File: src/rtl/despejo_de_registradores.sv
// Debug dump engine: freezes the core, then streams every (index, value) pair of the register bank.
// Latency: 2 cycles per register after halt_ack plus one DONE cycle; done pulses once per dump.
// Backpressure: a beat is held stable in SEND until out_ready; the bank walk stalls with it.
module despejo_de_registradores #(
    parameter int DATA_W    = 32,
    parameter int ADDR_W    = 5,
    parameter int FIRST_REG = 0,
    parameter int LAST_REG  = 31
) (
    input  logic              clock,
    input  logic              reset,
    input  logic              dump_start,
    output logic              halt_req,
    input  logic              halt_ack,
    output logic [ADDR_W-1:0] rd_addr,
    input  logic [DATA_W-1:0] rd_data,
    output logic              out_valid,
    input  logic              out_ready,
    output logic [ADDR_W-1:0] out_index,
    output logic [DATA_W-1:0] out_data,
    output logic              busy,
    output logic              done
);

    localparam logic [ADDR_W-1:0] FIRST_IDX = ADDR_W'(FIRST_REG);
    localparam logic [ADDR_W-1:0] LAST_IDX  = ADDR_W'(LAST_REG);

    typedef enum logic [2:0] {
        IDLE,
        WAIT_ACK,
        READ,
        SEND,
        DONE
    } state_t;

    state_t              state, state_nx;
    logic [ADDR_W-1:0]   idx, idx_nx;
    logic                halt_nx, busy_nx, done_nx, valid_nx;
    logic [ADDR_W-1:0]   index_nx;
    logic [DATA_W-1:0]   data_nx;

    assign rd_addr = idx;

    always_ff @(posedge clock) begin
        if (reset) begin
            state     <= IDLE;
            idx       <= FIRST_IDX;
            halt_req  <= 1'b0;
            busy      <= 1'b0;
            done      <= 1'b0;
            out_valid <= 1'b0;
            out_index <= '0;
            out_data  <= '0;
        end else begin
            state     <= state_nx;
            idx       <= idx_nx;
            halt_req  <= halt_nx;
            busy      <= busy_nx;
            done      <= done_nx;
            out_valid <= valid_nx;
            out_index <= index_nx;
            out_data  <= data_nx;
        end
    end

    always_comb begin
        state_nx = state;
        idx_nx   = idx;
        halt_nx  = halt_req;
        busy_nx  = busy;
        done_nx  = 1'b0;
        valid_nx = out_valid;
        index_nx = out_index;
        data_nx  = out_data;
        case (state)
            IDLE: begin
                if (dump_start) begin
                    state_nx = WAIT_ACK;
                    halt_nx  = 1'b1;
                    busy_nx  = 1'b1;
                    idx_nx   = FIRST_IDX;
                end
            end
            WAIT_ACK: begin
                if (halt_ack) begin
                    state_nx = READ;
                end
            end
            READ: begin
                data_nx  = rd_data;
                index_nx = idx;
                valid_nx = 1'b1;
                state_nx = SEND;
            end
            SEND: begin
                // out_valid is always high here, so out_ready alone completes the beat
                if (out_ready) begin
                    valid_nx = 1'b0;
                    if (idx == LAST_IDX) begin
                        state_nx = DONE;
                    end else begin
                        idx_nx   = idx + ADDR_W'(1);
                        state_nx = READ;
                    end
                end
            end
            DONE: begin
                done_nx  = 1'b1;
                halt_nx  = 1'b0;
                busy_nx  = 1'b0;
                state_nx = IDLE;
            end
            default: state_nx = IDLE;
        endcase
    end

endmodule

File: config.mk
export PLATFORM = sky130hd
export DESIGN_NAME = despejo_de_registradores
export DESIGN_NICKNAME = d
export VERILOG_FILES = /design/src/rtl/despejo_de_registradores.sv
export SDC_FILE = /design/constraint.sdc
export NUM_CORES = 1
export LEC_CHECK = 0
export ABC_AREA = 1
export CAP_MARGIN = 5
export CELL_PAD_IN_SITES_DETAIL_PLACEMENT = 1
export CELL_PAD_IN_SITES_GLOBAL_PLACEMENT = 1
export CORE_ASPECT_RATIO = 0.8
export CORE_MARGIN = 3
export CORE_UTILIZATION = 31
export DETAILED_ROUTE_END_ITERATION = 6
export PLACE_DENSITY = 0.8
export SLEW_MARGIN = 20
export SYNTH_ARGS = -nofsm -noshare
export SYNTH_HDL_FRONTEND = slang
export SYNTH_SLANG_ARGS = --single-unit
File: constraint.sdc
create_clock -name clock -period 3.3 [get_ports clock]
set_input_delay 0.99 -clock clock [delete_from_list [all_inputs] [get_ports clock]]
set_output_delay 0.99 -clock clock [all_outputs]
set_load 0.05 [all_outputs]
Yosys cells after proc, flatten, opt, wreduce, memory -nomap -nowiden
Cells that the tools add are included.
{ "word_totals": {"elab_cells": 39, "inputBits": 37, "output_inout_bits": 46, "regBits": 48} }
{ "op_classes": {"eq_ne": 9, "add_sub_neg": 1, "n_reduce_logical": 8, "muxes": 14} }
{ "op_table": {"columns": ["op", "count"], "rows": [
  ["5-bit 2-to-1 mux", 3],
  ["3-bit 2-to-1 mux", 4],
  ["3-bit case mux with 4 select lines", 1],
  ["5-bit case mux with 2 select lines", 1],
  ["2-bit inequality test, second input constant", 4],
  ["3-bit by 2-bit == test with 1-bit output, second input constant", 2],
  ["2-bit nonzero test", 3],
  ["5-bit by 1-bit adder with 5-bit output, second input constant", 1],
  ["5-bit == test, second input constant", 1],
  ["1-bit case mux with 2 select lines", 2],
  ["2-bit AND reduction", 2],
  ["4-bit AND reduction", 1],
  ["3-bit by 1-bit == test with 1-bit output, second input constant", 1],
  ["3-bit == test, second input constant", 1],
  ["3-bit logical NOT", 1],
  ["1-bit 2-to-1 mux", 3],
  ["3-bit AND reduction", 1]
]} }

Logic depth before layout (Yosys ltp)
Gate-level depths: netlist (run 1).
{ "logic_depth": {"depth_word": 4, "depth_mapped": 11} }

Worst setup path after synthesis (run 1)
No wires, ideal clock.
{ "synth_timing": {"path_type": "reg2out", "startpoint": "reg busy (netlist name)", "endpoint": "out halt_req", "slack_ns": 1.396, "required_time_ns": 2.310, "path_buffers": 1, "arrival_time_ns": 0.914, "stages_incl_launch_ff": 2, "cell_sequence": "dfxtp_1 -> buf_4"} }
{ "synth_rtl": {"columns": ["element", "line_no", "text"], "rows": [
  ["to (decl)", "13", "output logic halt_req,"]
]} }

Worst setup path after layout (run 1)
{ "layout_timing": {"startpoint": "reg idx[1], in the netlist rd_addr[1]", "endpoint": "out rd_addr[1]"} }
{ "layout_rtl": {"columns": ["element", "line_no", "text"], "rows": [
  ["from (decl)", "37", "logic [ADDR_W-1:0] idx, idx_nx;"],
  ["from (signal assigned)", "56", "idx <= idx_nx;"],
  ["to (decl)", "15", "output logic [ADDR_W-1:0] rd_addr,"]
]} }
No word-level cell between the ends.

==> results of run 1 <==
layout by cell type (no fill, tap or decap), types with 5 or more instances in the layout:
cell type and n:
a21oi_1 5, clkbuf_8 6, clkdlybuf4s50_1 82, dfxtp_1 48, inv_1 10, nand2_1 15, nand2_2 7, nand3_1 12
nor2_1 78, nor2_2 8, o21ai_0 38
sequential cells by signal, summed over array words and instances (netlist names):
name	flops
out_index	5
state	3
out_valid	1
done	1
out_data	32
busy	1
rd_addr	5
worst max-delay path by stage:
stage	startpoint	end	depth (start not counted)
6_report	rd_addr[1]$_SDFFE_PP0P_	rd_addr[1]	1
2_1_floorplan	busy$_SDFFE_PP0P_	halt_req	1
3_3_place_gp	reset	out_index[2]$_SDFFE_PP0P_	5
5_1_grt	rd_addr[1]$_SDFFE_PP0P_	rd_addr[1]	1
4_1_cts	rd_addr[1]$_SDFFE_PP0P_	rd_addr[1]	1
3_5_place_dp	reset	out_data[29]$_SDFFE_PP0P_	5
Yosys cell counts:
cell type	number
nor2_1	78
dfxtp_1	48
o21ai_0	38
nand2_1	15
nand3_1	12
inv_1	10
nor2_2	8
nand2_2	7
a21oi_1	5
clkbuf_1	5
buf_2	4
a21oi_2	2
ha_1	2
inv_2	2
nor2_4	2
buf_12	1
buf_4	1
buf_6	1
buf_8	1
inv_4	1
nand4_1	1
nor3_1	1
area by class of cell:
class,count,share of cell area
multi-input combinational,171,0.281
timing repair buffer,83,0.293
clock inverter,2,0.00531
sequential,48,0.340
tap,78,0.0345
inverter,13,0.0181
clock buffer,6,0.0292
kinds of logic after synthesis:
| logic type | after synthesis |
|---|---|
| and+or+nand+nor | 124 |
| DFF | 48 |
| buffers and inverters | 26 |
| adders and majority gates | 2 |
| AOI/OAI and AO/OA | 45 |
metal layers:
layer,routed length [um],GRT usage
met5,0,0
met4,55,0.0439
met3,555,0.0740
met2,2510,0.253
met1,2500,0.195
power groups by stage:
stage               registers [uW]  clock network, uW  logic [uW]
global route                   688                407         575
floorplan                      876                  0         169
finish                         678                371         533
global placement               690                  0         525
CTS                            679                383         539
detailed placement             691                  0         536
per-stage QoR:
step | setup slack (ns) | utilization
floorplan | 1.40 | -
global placement | 0.967 | 0.481
detailed placement | 0.949 | 0.481
CTS | 0.691 | 0.499
global route | 0.646 | 0.499
finish | 0.698 | 0.499
==> results_dict.tcl, run 1 <==
set metrics [dict create \
    status "finished, final reports clean" \
    grt_first_pass_wirelength_um 9130 \
    p_int_uw 994 \
    cts_resized 0 \
    cp_num_buf_inv 1 \
    timing.hold.ws_ns 0.485 \
    antenna_found_initial 0 \
    syn_to_final_growth_pct 49.0 \
    reg2reg_slack_ns 1.45 \
    syn-instance-count 245 \
    rr_worst_depth 5 \
    cp.arrival_ns 1.61 \
    combPwrFrac 0.337 \
    yosys.area_share.xor_xnor 0 \
    finalSetupTns_ns 0 \
    grt_usage 0.160 \
    cts_made_buffers 5 \
    start_util 0.335 \
    drv_cap 0 \
    num_vias 1855 \
    grt_start_max_net_pins 44 \
    yosys.area_share.simple 0.283 \
    r2r-end "out_index[3]$_SDFFE_PP0P_" \
    seq_area_sq_um 961 \
    min_period_ns 2.60 \
    start_kind "flip-flop" \
    worst-slew-pin-transition_ns 0.633 \
    min_period_over_period 0.788 \
    criticalPathCategory "reg2out" \
    synth_top_family_by_area "simple AND/OR/NAND/NOR gates" \
    max-vdd-ir-drop_mv 0.201 \
    diodes 0 \
    finalSetupViolCount 0 \
    required_ns 2.31 \
    gp_congestion 0.774 \
    yosys.area.top_type_share 0.506 \
    power.share.clock 0.235 \
    die_y_um 76.0 \
    hold_end "out_data[1]$_SDFFE_PP0P_" \
    power_switching_uw 588 \
    crit_chain "clkdlybuf4s50_1" \
    drc 0 \
    pwr_density_cell_nw_per_um2 559 \
    min_path_cells 2 \
    ys_ff_latch 48 \
    core_sq_um 5680 \
    end_kind "output port" \
    clock_path_buffers 2 \
    drt_iter0_drc 64 \
    grt_overflow_total 0 \
    final_cells 401 \
    path_delay_family "buffers and inverters" \
    max_stage_delay_ns 0.85 \
    fmaxAchievable_ghz 0.384 \
    postPlaceCellArea_sq_um 2730 \
    ys_top_cells_by_area "dfxtp_1, nor2_1, o21ai_0, nand3_1, nand2_1" \
    yosys_warnings 0 \
    p_sw_frac 0.372 \
    detail_route.wl_per_cell_um 14.0 \
    pwr-share-seq 0.428 \
    synth_area_per_cell_sq_um 7.75 \
    synth_area_sq_um 1900 \
    finalInstanceArea_sq_um 2830 \
    p_leak_uw 0.00107 \
    h-tree-depth 2 \
    cts_tree "yes" \
    port_buffers 82 \
    nets 361 \
    num_io_pins 83 \
    hold_start "out_data[1]$_SDFFE_PP0P_" \
    die_w_um 93.5 \
    yosys.area_share.adder 0.0132 \
    crit_slowest_cell "clkdlybuf4s50_1" \
    ys_seq_area_frac 0.506 \
    path_max_fanout 6 \
    hold_violations 0 \
    firstDrtPassIters 4 \
    synth_cell_types 22 \
    maxSlewViolCount 0 \
    layout-drive-gt1-share 0.0960 \
    routed_via_density 4.63 \
    clkSinkCount 48 \
    yosys-mux-area-fraction 0 \
    fin_skew_ns 0.00261 \
    synth_compound_area_frac 0.123 \
    ant_nets 0 \
    multi_input_area_sq_um 795 \
    grt_pass1_vias 1866 \
    cts_root_buf "clkbuf_8" \
    rsz0062_at_grt "no" \
    rows 24 \
    dp_hpwl_um 3960 \
    post-cts-setup-buffer-count 0 \
    syn_nets 284 \
    hold_path.class "reg2reg" \
    wl_um 5620 \
    maxSlewHeadroom 0.576 \
    rr_startpoint "state[2]$_SDFFE_PP0P_" \
    dpl.cell_count 393 \
    num-fill-cells 712 \
    clk_pin_slew_ns 0.09 \
    cts_hold_buf 0 \
    clk_latency_ns 0.30 \
    synth_area_leader_cell "dfxtp_1" \
    dieArea_sq_um 7110 \
    p_total_uw 1580 \
]
Power figures use the tool's default switching activity.
==> run 2, diff against run 1 <==
--- a/config.mk
+++ b/config.mk
@@ -11,9 +11,9 @@
 export CELL_PAD_IN_SITES_GLOBAL_PLACEMENT = 1
 export CORE_ASPECT_RATIO = 0.8
 export CORE_MARGIN = 3
-export CORE_UTILIZATION = 31
+export CORE_UTILIZATION = 29
 export DETAILED_ROUTE_END_ITERATION = 6
-export PLACE_DENSITY = 0.8
+export PLACE_DENSITY = 0.75
 export SLEW_MARGIN = 20
 export SYNTH_ARGS = -nofsm -noshare
 export SYNTH_HDL_FRONTEND = slang
==> constraint.sdc (replaced) <==
create_clock -name clock -period 2.72 [get_ports clock]
set_input_delay 0.816 -clock clock [delete_from_list [all_inputs] [get_ports clock]]
set_output_delay 0.816 -clock clock [all_outputs]
set_load 0.05 [all_outputs]
==> results_dict.tcl, run 2 (synthesis gave the netlist of run 1 again) <==
set metrics [dict create \
    detail_route.wl_per_cell_um 13.3 \
    dp_hpwl_um 3910 \
    firstDrtPassIters 4 \
    largest_register_ffs 32 \
    rr_startpoint "rd_addr[1]$_SDFFE_PP0P_" \
    min_period_ns 2.42 \
    drc 0 \
    path_delay_family "buffers and inverters" \
    grt_first_pass_wirelength_um 8830 \
    fin_skew_ns 0.00639 \
    num_vias 1824 \
    max_stage_delay_ns 0.85 \
    post-cts-setup-buffer-count 0 \
    start_kind "flip-flop" \
    h-tree-depth 2 \
    path_max_fanout 7 \
    clkSinkCount 48 \
    finalInstanceArea_sq_um 2850 \
    status "finished, final reports clean" \
    grt_overflow_total 0 \
    gp_congestion 0.730 \
    syn_to_final_growth_pct 50.0 \
    timing.hold.ws_ns 0.490 \
    port_buffers 82 \
    grt_start_max_net_pins 41 \
    min_path_cells 2 \
    r2r-end "rd_addr[4]$_SDFFE_PP0P_" \
    postPlaceCellArea_sq_um 2760 \
    regMostFlops "out_data" \
    finalSetupTns_ns 0 \
    cts_tree "yes" \
    finalSetupViolCount 0 \
    num_io_pins 83 \
    end_kind "output port" \
    maxSlewViolCount 0 \
    rsz0062_at_grt "no" \
    drv_cap 0 \
    clk_pin_slew_ns 0.08 \
    required_ns 1.90 \
    num-fill-cells 757 \
    hold_start "out_data[12]$_SDFFE_PP0P_" \
    p_leak_uw 0.00109 \
    antenna_found_initial 0 \
    criticalPathCategory "reg2out" \
    core_sq_um 6130 \
    grt_pass1_vias 1875 \
    final_core_util 0.465 \
    rows 25 \
    ant_nets 0 \
    max-vdd-ir-drop_mv 0.288 \
    routed_via_density 4.50 \
    die_y_um 78.4 \
    nets 362 \
    start_util 0.310 \
    cts_made_buffers 5 \
    fmaxAchievable_ghz 0.414 \
    crit_chain "clkdlybuf4s50_1" \
    drt_iter0_drc 36 \
    rr_worst_depth 11 \
    cts_hold_buf 0 \
    diodes 0 \
    cp_num_buf_inv 1 \
    wl_um 5390 \
    layout-drive-gt1-share 0.0988 \
    pwr_density_cell_nw_per_um2 667 \
    maxSlewHeadroom 0.639 \
    clk_latency_ns 0.29 \
    min_period_over_period 0.889 \
    cts_root_buf "clkbuf_8" \
    reg2reg_slack_ns 1.06 \
    hold_violations 0 \
    hold_path.class "reg2reg" \
    worst-slew-pin-transition_ns 0.539 \
    cp.arrival_ns 1.60 \
    clock_path_buffers 2 \
    cts_resized 0 \
    dieArea_sq_um 7560 \
    layout_common_cells "clkdlybuf4s50_1, nor2_1, dfxtp_1" \
    hold_end "out_data[12]$_SDFFE_PP0P_" \
    crit_slowest_cell "clkdlybuf4s50_1" \
    layout_commonest_cell "clkdlybuf4s50_1" \
    grt_usage 0.149 \
    die_w_um 96.5 \
]
run 2: metrics by stage:
step | std cells | power, uW | setup slack, ns
after floorplan | 245 | 1270 | 0.906
after global placement | 397 | 1480 | 0.633
after detailed placement | 397 | 1490 | 0.617
after CTS | 405 | 1930 | 0.279
after global routing | 405 | 2020 | 0.234
final | 405 | 1900 | 0.303
run 2: how the worst max path moves through the flow:
| stage | from | endpoint | slack (ns) | cells after the start |
|---|---|---|---|---|
| 3_5_place_dp | rd_addr[2]$_SDFFE_PP0P_ | rd_addr[2] | 0.62 | 1 |
| 6_report | rd_addr[2]$_SDFFE_PP0P_ | rd_addr[2] | 0.30 | 1 |
| 3_3_place_gp | rd_addr[2]$_SDFFE_PP0P_ | rd_addr[2] | 0.63 | 1 |
| 5_1_grt | rd_addr[2]$_SDFFE_PP0P_ | rd_addr[2] | 0.23 | 1 |
| 2_1_floorplan | rd_addr[1]$_SDFFE_PP0P_ | rd_addr[0]$_SDFFE_PP0P_ | 0.91 | 11 |
| 4_1_cts | rd_addr[2]$_SDFFE_PP0P_ | rd_addr[2] | 0.28 | 1 |
run 2: area by class of cell:
cell class | count | area [sq um] | share of cell area
Clock buffer | 6 | 82.6 | 0.0290
Clock inverter | 2 | 10.0 | 0.00351
Inverter | 13 | 51.3 | 0.0180
Multi-Input combinational cell | 171 | 795 | 0.279
Sequential cell | 48 | 961 | 0.337
Tap cell | 81 | 101 | 0.0356
Timing Repair Buffer | 84 | 848 | 0.298
run 2: layer usage:
metal	wire length (um)	share of wire	track usage	up-vias
li1	-	-	-	933
met1	2520	0.47	0.189	834
met2	2360	0.44	0.226	55
met3	485	0.090	0.0709	2
met4	26	0.0048	0.0364	0
met5	0	0	0	-
run 2: report_power, final:
part / switching, uW / internal (uW) / leakage (uW)
clock network: 227 / 203 / 0.0000510
registers: 50.5 / 773 / 0.000391
logic: 416 / 231 / 0.000647
total: 693 / 1210 / 0.00109
